===== src/rtl/uart_pkg.sv =====
// Shared UART definitions: baud selection, divisor constants, oversample ratio and
// the receive/transmit FSM state type, common to uart_byte_rx and uart_byte_tx.
package uart_pkg;

  localparam int unsigned OVERSAMPLE = 16;
  localparam int unsigned DIV_W      = 16;

  typedef enum logic [2:0] {
    BAUD_9600   = 3'd0,
    BAUD_19200  = 3'd1,
    BAUD_38400  = 3'd2,
    BAUD_57600  = 3'd3,
    BAUD_115200 = 3'd4
  } baud_e;

  typedef enum logic [1:0] {
    IDLE,
    START,
    DATA,
    STOP
  } uart_state_e;

  // Reference bps_DR divisors at the default 50 MHz system clock.
  localparam int unsigned REF_CLK_FREQ_HZ = 50_000_000;
  localparam int unsigned BPS_DR_9600     = REF_CLK_FREQ_HZ / 9600;
  localparam int unsigned BPS_DR_19200    = REF_CLK_FREQ_HZ / 19200;
  localparam int unsigned BPS_DR_38400    = REF_CLK_FREQ_HZ / 38400;
  localparam int unsigned BPS_DR_57600    = REF_CLK_FREQ_HZ / 57600;
  localparam int unsigned BPS_DR_115200   = REF_CLK_FREQ_HZ / 115200;

  // Unassigned selector codes fall back to 9600 baud.
  function automatic int unsigned baud_rate_hz(input logic [2:0] sel);
    case (sel)
      BAUD_19200:  return 19200;
      BAUD_38400:  return 38400;
      BAUD_57600:  return 57600;
      BAUD_115200: return 115200;
      default:     return 9600;
    endcase
  endfunction

  function automatic int unsigned bps_dr(input int unsigned clk_hz, input logic [2:0] sel);
    return clk_hz / baud_rate_hz(sel);
  endfunction

endpackage


===== src/rtl/uart_baud_tick.sv =====
// Oversample tick generator: one-cycle tick every `divisor` clocks while enabled.
module uart_baud_tick #(
  parameter int unsigned W = 16
) (
  input  logic         Clk,
  input  logic         Reset_n,
  input  logic [W-1:0] divisor,
  input  logic         enable,
  input  logic         clear,
  output logic         tick
);

  logic [W-1:0] cnt;
  logic         wrap;

  assign wrap = (cnt == divisor - W'(1));
  assign tick = enable && !clear && wrap;

  // NOTE: sequential state uses non-blocking assignments so every flop samples
  // pre-edge values regardless of block ordering.
  always_ff @(posedge Clk or negedge Reset_n) begin
    if (!Reset_n) begin
      cnt <= '0;
    end else if (clear || !enable) begin
      cnt <= '0;
    end else if (wrap) begin
      cnt <= '0;
    end else begin
      cnt <= cnt + W'(1);
    end
  end

endmodule


===== src/rtl/uart_byte_rx.sv =====
// UART byte receiver, 16x oversampled, 8N1, LSB first.
// Define UART_RX_MAJORITY_EN for 2-of-3 majority sampling at ticks 7/8/9.
module uart_byte_rx import uart_pkg::*; #(
  parameter int unsigned CLK_FREQ_HZ = 50_000_000
) (
  input  logic       Clk,
  input  logic       Reset_n,
  input  logic [2:0] baud_set,
  input  logic       uart_rx,
  output logic [7:0] Data,
  output logic       rx_done,
  output logic       frame_err
);

  localparam logic [DIV_W-1:0] TICK_DIV_9600   = DIV_W'(bps_dr(CLK_FREQ_HZ, BAUD_9600)   / OVERSAMPLE);
  localparam logic [DIV_W-1:0] TICK_DIV_19200  = DIV_W'(bps_dr(CLK_FREQ_HZ, BAUD_19200)  / OVERSAMPLE);
  localparam logic [DIV_W-1:0] TICK_DIV_38400  = DIV_W'(bps_dr(CLK_FREQ_HZ, BAUD_38400)  / OVERSAMPLE);
  localparam logic [DIV_W-1:0] TICK_DIV_57600  = DIV_W'(bps_dr(CLK_FREQ_HZ, BAUD_57600)  / OVERSAMPLE);
  localparam logic [DIV_W-1:0] TICK_DIV_115200 = DIV_W'(bps_dr(CLK_FREQ_HZ, BAUD_115200) / OVERSAMPLE);

  logic             rx_meta, rx_sync, rx_hist;
  logic [1:0]       sync_vld;
  logic             armed;
  logic             start_edge;
  logic [2:0]       baud_q;
  logic [DIV_W-1:0] tick_div;
  logic             tick;
  logic [3:0]       tick_cnt;
  logic [2:0]       bit_cnt;
  logic [7:0]       shift_q;
  logic [7:0]       data_q;
  logic             rx_done_q, frame_err_q;
  logic             sample_pt, bit_end, bit_val;
  logic             load_data, stop_err;

  uart_state_e state_q, state_d;

  // sync_vld marks when rx_sync carries the real line rather than its reset value,
  // so a line held low through reset never looks like a start edge.
  assign start_edge = (state_q == IDLE) && armed && rx_hist && !rx_sync;
  assign bit_end    = tick && (tick_cnt == 4'd15);

`ifdef UART_RX_MAJORITY_EN
  logic s7_q, s8_q;
  assign sample_pt = tick && (tick_cnt == 4'd9);
  assign bit_val   = (s7_q & s8_q) | (s7_q & rx_sync) | (s8_q & rx_sync);
`else
  assign sample_pt = tick && (tick_cnt == 4'd8);
  assign bit_val   = rx_sync;
`endif

  always_comb begin
    case (baud_q)
      BAUD_19200:  tick_div = TICK_DIV_19200;
      BAUD_38400:  tick_div = TICK_DIV_38400;
      BAUD_57600:  tick_div = TICK_DIV_57600;
      BAUD_115200: tick_div = TICK_DIV_115200;
      default:     tick_div = TICK_DIV_9600;
    endcase
  end

  uart_baud_tick #(.W(DIV_W)) u_tick (
    .Clk     (Clk),
    .Reset_n (Reset_n),
    .divisor (tick_div),
    .enable  (state_q != IDLE),
    .clear   (start_edge),
    .tick    (tick)
  );

  always_ff @(posedge Clk or negedge Reset_n) begin
    if (!Reset_n) state_q <= IDLE;
    else          state_q <= state_d;
  end

  // NOTE: every signal written here gets a default first, so no path leaves it
  // unassigned and no latch is inferred.
  always_comb begin
    state_d   = state_q;
    load_data = 1'b0;
    stop_err  = 1'b0;
    case (state_q)
      IDLE:  if (start_edge) state_d = START;
      START: begin
        if (sample_pt && bit_val) state_d = IDLE;
        else if (bit_end)         state_d = DATA;
      end
      DATA:  if (bit_end && bit_cnt == 3'd7) state_d = STOP;
      STOP: begin
        // Leave at the stop-bit sample point so a following start edge is not missed.
        if (sample_pt) begin
          state_d   = IDLE;
          load_data = bit_val;
          stop_err  = !bit_val;
        end
      end
      default: state_d = IDLE;
    endcase
  end

  always_ff @(posedge Clk or negedge Reset_n) begin
    if (!Reset_n) begin
      rx_meta     <= 1'b1;
      rx_sync     <= 1'b1;
      rx_hist     <= 1'b1;
      sync_vld    <= 2'b00;
      armed       <= 1'b0;
      baud_q      <= BAUD_9600;
      tick_cnt    <= 4'd0;
      bit_cnt     <= 3'd0;
      shift_q     <= 8'h00;
      data_q      <= 8'h00;
      rx_done_q   <= 1'b0;
      frame_err_q <= 1'b0;
    end else begin
      rx_meta     <= uart_rx;
      rx_sync     <= rx_meta;
      rx_hist     <= rx_sync;
      sync_vld    <= {sync_vld[0], 1'b1};
      rx_done_q   <= load_data;
      frame_err_q <= stop_err;
      if (sync_vld[1] && rx_sync) armed <= 1'b1;
      if (load_data) data_q <= shift_q;

      if (state_q == IDLE) begin
        tick_cnt <= 4'd0;
        bit_cnt  <= 3'd0;
        if (start_edge) baud_q <= baud_set;
      end else if (tick) begin
        tick_cnt <= tick_cnt + 4'd1;
        if (state_q == DATA && sample_pt) shift_q <= {bit_val, shift_q[7:1]};
        if (state_q == DATA && bit_end)   bit_cnt <= bit_cnt + 3'd1;
      end
    end
  end

`ifdef UART_RX_MAJORITY_EN
  always_ff @(posedge Clk or negedge Reset_n) begin
    if (!Reset_n) begin
      s7_q <= 1'b1;
      s8_q <= 1'b1;
    end else if (tick) begin
      if (tick_cnt == 4'd7) s7_q <= rx_sync;
      if (tick_cnt == 4'd8) s8_q <= rx_sync;
    end
  end
`endif

  assign Data      = data_q;
  assign rx_done   = rx_done_q;
  assign frame_err = frame_err_q;

endmodule


===== config.mk =====
export PLATFORM = sky130hd
export DESIGN_NAME = uart_byte_rx
export DESIGN_NICKNAME = d
export VERILOG_FILES = /design/src/rtl/uart_pkg.sv /design/src/rtl/uart_baud_tick.sv /design/src/rtl/uart_byte_rx.sv
export SDC_FILE = /design/constraint.sdc
export NUM_CORES = 1
export LEC_CHECK = 0
export BUFFER_PORTS_ARGS = -buffer_cell sky130_fd_sc_hd__buf_2
export CAP_MARGIN = 20
export CORE_MARGIN = 2
export CORE_UTILIZATION = 55
export DETAILED_ROUTE_END_ITERATION = 7
export PLACE_DENSITY = 0.73
export SYNTH_ARGS = -nofsm -noshare
export SYNTH_HDL_FRONTEND = slang
export SYNTH_SLANG_ARGS = --single-unit

===== constraint.sdc =====
create_clock -name Clk -period 5.9 [get_ports Clk]
set_clock_uncertainty 0.05 [all_clocks]
set_input_delay 0.295 -clock Clk [delete_from_list [all_inputs] [get_ports Clk]]
set_output_delay 0.295 -clock Clk [all_outputs]
set_load 0.03 [all_outputs]

==> flow_summary.toml, run 1 <==
[floorplan]
initial_utilization = 0.579
die_w_um = 72.4
die_area_um2 = 5250
chipHeight_um = 72.4
core_area_um2 = 4440
io_pins = 16
placementRows = 24

[global_routing]
grt_pass1_wl_um = 7680
grt-ovfl-total = 0
grt_max_degree = 53
grt_pass1_vias = 1696
antenna_found_initial = 0
grt_usage = 0.186

[clock_tree]
numCtsBuffers = 5
cts_sinks = 52
ctsResizeCount = 0
clkTransAtPathRegs_ns = 0.10
cts_root_buf = "clkbuf_8"
ctsLongestPathBuffers = 2
clkLatencyLatePin_ns = 0.30
h-tree-depth = 2
holdBufCountCts = 0
cts_tree = "built"
cts_setup_buffers = 0

[layout]
n_antenna_cell = 0
finalNetCount = 260
syn2layout_area_growth_pct = 8.50
drive_above_1_share = 0.213
post-route-util = 0.629

[worst_setup_path]
crit_path_end_kind = "flop"
crit_fanout = 12
crit_family = "compound AO/OA/AOI/OAI gates"
slowest_stage = "a211oi_2"
path_cells = "nor2_1 -> a21oi_1 -> ha_1 -> xor2_1 -> o2111a_1 -> o211ai_1 -> a211oi_2 -> and3b_1 -> mux2_2"
cp.arrival_ns = 3.77
crit_buf_inv = 0
slowest_delay_ns = 0.78
crit_type = "reg2reg"
required_ns = 6.04
start_kind = "flop"
reg2reg_setup_slack_ns = 2.27

[synth]
synth_area_per_cell_um2 = 11.1
synth-main-ff-cell = "dfrtp_1"
async_flop_share = 1.00
synth.area.top_cells = "dfrtp_1 48%, mux2_2 7.9%, nor2_1 4.7%"
ys_top_cells_by_count = "49 x dfrtp_1, 32 x nor2_1, 18 x mux2_2"
synth-edff-count = 0
synth.distinct_cells = 50
ys_seq_elements = 52
synth.most_common_cell = "dfrtp_1"
synth_nets = 244
ys_seq_area_frac = 0.507
yosys_warnings = 0
netlist_instances = 232
yosys.area.top_type = "dfrtp_1"
yosys.area.top_type_share = 0.476
syn_area_um2 = 2570

[timing]
rsz0062_at_grt = "false"
slew_viol_final = 0
finalHoldViolCount = 0
setup_ws_ns = 2.27
min_period_ns = 3.63
period_share = 0.615
setup_viol = 0
worst_slew_pin_slew_ns = 0.871
max_freq_mhz = 276
fin_tns_setup_ns = 0
max_slew_margin = 0.418

[detailed_routing]
firstDrtPassIters = 4
wire_per_inst_um = 14.2
postRouteAntennaNets = 0
totalWireLength_um = 4290
vias = 1708
first_iter_violations = 116
vias_per_cell = 5.67
route.detailed.drc = 0

[flow_run]
drv_cap = 0

[run_status]
outcome = "completed"

[worst_hold_path]
hold_class = "in2async"

[power_and_ir_drop]
ir_worst_vdd_v = 0.000207
power_density_nw_per_um2 = 335
power.static_leakage_nw = 1.29

[place]
gp_congestion = 0.825
place_ws_ns = 2.29
portBuffers = 15
dp_hpwl_um = 2940
cells in the final DEF, fill, tap and decap left out, types with 2 or more instances in the layout:
cell       n
a21oi_1    4
a221o_1    3
nand3_1   11
nand2b_1   3
o211a_1    2
buf_2     15
and3_1     3
dfstp_2    3
nand4b_1   3
mux2_2    18
o21ai_0    5
nor3_1     5
ha_1       6
nor2_1    32
dfrtp_1   49
mux2i_1    2
xor2_1     7
nand2_1   11
nor2b_1    3
a31o_2     2
o211ai_1   3
and2_1     3
inv_1      9
and4_1     2
clkbuf_8   5
nand4_1    2
xnor2_1   12
layout make-up:
| type | count | area [um2] |
|---|---|---|
| Tap cell | 52 | 65.1 |
| Timing Repair Buffer | 16 | 82.6 |
| Inverter | 9 | 33.8 |
| Sequential cell | 52 | 1310 |
| Clock inverter | 3 | 46.3 |
| Fill cell | 381 | 1650 |
| Clock buffer | 5 | 68.8 |
| Multi-Input combinational cell | 164 | 1190 |
flip-flops by register name, indices dropped and copies added, names as in the netlist, named ones only:
register,count
u_tick.cnt,16
Data,8
shift_q,8
tick_cnt,4
baud_q,3
bit_cnt,3
sync_vld,2
armed,1
bit_val,1
frame_err,1
rx_done,1
rx_hist,1
rx_meta,1
state_q,1
per-layer routing:
layer	share of wire	routed length, um	vias to the layer above	track usage
met1	0.51	2170	834	0.259
met2	0.46	1960	20	0.296
met3	0.023	99	6	0.0347
met5	0	0	-	0
li1	-	-	848	-
met4	0.013	56	0	0.0617
power breakdown:
group | internal [mW] | switching, mW
clock network | 0.128 | 0.119
registers | 0.389 | 0.0653
logic | 0.105 | 0.130
total | 0.621 | 0.314
cells by family after synthesis:
group	count (synthesis)	share of synthesized area
multiplexers	20	0.0865
flip-flops	52	0.507
AND/OR/NAND/NOR	88	0.182
other	1	0.00146
XOR/XNOR	19	0.0646
buffers and inverters	16	0.0301
AO/OA/AOI/OAI	30	0.0996
adder cells (fa/ha/maj)	6	0.0292
through the flow:
step	power, mW	std cells	hold WS, ns	cell area [um2]
2_1_floorplan	0.647	232	-0.0506	2570
3_3_place_gp	0.688	293	0.284	2680
3_5_place_dp	0.696	293	0.299	2680
4_1_cts	0.946	301	0.0282	2790
5_1_grt	0.999	301	0.0218	2790
6_report	0.935	301	0.0389	2790
worst paths after layout:
check                      depth (start not counted)         from              to
max reg2reg                                        9    baud_q[1]      shift_q[5]
min                                                2      Reset_n   u_tick.cnt[7]
min reg2reg                                        0  sync_vld[0]     sync_vld[1]
max in group asynchronous                          2      Reset_n  u_tick.cnt[15]
min in group Clk                                   1      uart_rx         rx_meta
max                                                9    baud_q[1]      shift_q[5]
(Power assumes the default switching activity.)
==> inputs of run 2 (changes only) <==
- CORE_UTILIZATION: 55 -> 54
- PLACE_DENSITY: 0.73 -> 0.75
- clock period: 5.9 -> 3.15 ns (I/O delays scaled with it)
==> run 2 against run 1 <==
Compared with the run above:
- global-route usage increased by 1.2 points
- register-to-register slack got worse by 2.0 ns
- highest routed layer unchanged
- first-iteration DRC count decreased by 6.0%
- worst setup slack got worse by 2.0 ns
- via count increased by 3.6%
- combinational power increased by 130%
- fmax increased by 25%
- sequential power increased by 81%
- count of clock-buffer cells in the layout increased by 2
- critical path depth increased by 1
- cell count increased by 3.3%
- flip-flop and latch count unchanged
- largest power group unchanged
==> flow_summary.toml, run 2 (synthesis results as in run 1) <==
[layout]
drive_above_1_share = 0.230
top_register = "u_tick.cnt"
finalNetCount = 268
largest_reg_flops = 16
seq_area_um2 = 1310
layout_commonest_cell = "dfrtp_1"
multi_input_area_um2 = 1190
syn2layout_area_growth_pct = 11.6
layout_common_cells = "49 x dfrtp_1, 32 x nor2_1, 18 x mux2_2"
n_antenna_cell = 0
fill_cells = 359

[global_routing]
grt_max_degree = 35
antenna_found_initial = 0
grt-ovfl-total = 0
grt_usage = 0.198
grt_pass1_wl_um = 8140
grt_pass1_vias = 1777

[clock_tree]
h-tree-depth = 2
clkLatencyLatePin_ns = 0.30
holdBufCountCts = 2
cts_root_buf = "clkbuf_8"
numCtsBuffers = 5
ctsLongestPathBuffers = 2
clkTransAtPathRegs_ns = 0.09
cts_setup_buffers = 0
ctsResizeCount = 0
cts_sinks = 52
cts_tree = "built"

[detailed_routing]
firstDrtPassIters = 4
totalWireLength_um = 4620
wire_per_inst_um = 14.9
vias_per_cell = 5.69
first_iter_violations = 109
postRouteAntennaNets = 0
route.detailed.drc = 0
vias = 1769

[power_and_ir_drop]
power_density_nw_per_um2 = 642
swShare = 0.324
p_sw_uw = 598
p_seq_frac = 0.445
p_int_mw = 1.25
clock_power_share = 0.269
ir_worst_vdd_v = 0.000372
combPwrFrac = 0.286
power.static_leakage_nw = 1.34

[timing]
finalHoldViolCount = 0
period_share = 0.924
max_slew_margin = 0.510
fin_tns_setup_ns = 0
setup_viol = 0
setup_ws_ns = 0.238
min_period_ns = 2.91
max_freq_mhz = 343
slew_viol_final = 0
worst_slew_pin_slew_ns = 0.735
rsz0062_at_grt = "false"

[floorplan]
placementRows = 25
io_pins = 16
die_area_um2 = 5340
die_w_um = 73.1
initial_utilization = 0.552
core_area_um2 = 4660
chipHeight_um = 73.1

[worst_hold_path]
hold_class = "in2reg"

[worst_setup_path]
crit_buf_inv = 1
crit_type = "reg2reg"
path_cells = "nand2b_1 -> inv_1 -> a21oi_1 -> ha_1 -> xor2_1 -> o2111a_1 -> o211ai_1 -> a211oi_2 -> and3b_1 -> mux2_2"
start_kind = "flop"
crit_fanout = 8
cp.arrival_ns = 3.06
slowest_stage = "dfrtp_1"
slowest_delay_ns = 0.45
crit_path_end_kind = "flop"
crit_family = "compound AO/OA/AOI/OAI gates"
required_ns = 3.29

[place]
portBuffers = 15
dp_hpwl_um = 3180
gp_congestion = 0.826
place_ws_ns = 0.277

[flow_run]
drv_cap = 0

[run_status]
outcome = "completed"
## run 2: power groups by stage
stage               logic, mW  clock network [mW]  registers [mW]
floorplan               0.400                   0           0.812
global placement        0.508                   0           0.835
detailed placement      0.523                   0           0.834
CTS                     0.532               0.503           0.822
global route            0.593               0.525           0.837
finish                  0.528               0.496           0.822
## run 2: routing by layer
layer	track usage	vias up	share of wire	wire, um
met5	0	-	0	0
met4	0.0802	0	0.019	87
met3	0.0511	9	0.043	197
met2	0.310	35	0.48	2240
met1	0.263	867	0.46	2100
li1	-	858	-	-
## run 2: final cells by class
cell class / instances / share of cell area
multi-input combinational: 164 / 0.415
clock buffer: 7 / 0.0335
sequential: 52 / 0.454
clock inverter: 1 / 0.0105
timing repair buffer: 24 / 0.0514
tap: 54 / 0.0235
inverter: 9 / 0.0118
## run 2: stage by stage
| step | power (mW) | utilization | hold slack, ns | cells | instance area, um2 |
|---|---|---|---|---|---|
| 5_1_grt | 1.96 | 0.616 | 0.0208 | 311 | 2870 |
| 4_1_cts | 1.86 | 0.616 | 0.00406 | 311 | 2870 |
| 6_report | 1.84 | 0.616 | 0.00446 | 311 | 2870 |
| 2_1_floorplan | 1.21 | - | -0.188 | 232 | 2570 |
| 3_3_place_gp | 1.34 | 0.585 | 0.212 | 301 | 2730 |
| 3_5_place_dp | 1.36 | 0.585 | 0.214 | 301 | 2730 |
## run 2: final timing paths
check,startpoint,endpoint,slack (ns),depth (start not counted)
max reg2reg,baud_q[0],shift_q[4],0.24,10
min,baud_set[0],baud_q[0],0.004,3
min reg2reg,sync_vld[0],sync_vld[1],0.30,0
min in group asynchronous,Reset_n,shift_q[7],0.39,2
max in group asynchronous,Reset_n,rx_hist,1.85,3
max,baud_q[0],shift_q[4],0.24,10
## run 2: worst register-to-register path, delay by kind of cell, from the launching register on
family	cells	cell delay [ns]
compound gates	4	0.80
simple gates	2	0.56
flops	1	0.45
mux	1	0.38
fa+ha+maj	1	0.26
xor+xnor	1	0.22
buf+inv	1	0.09
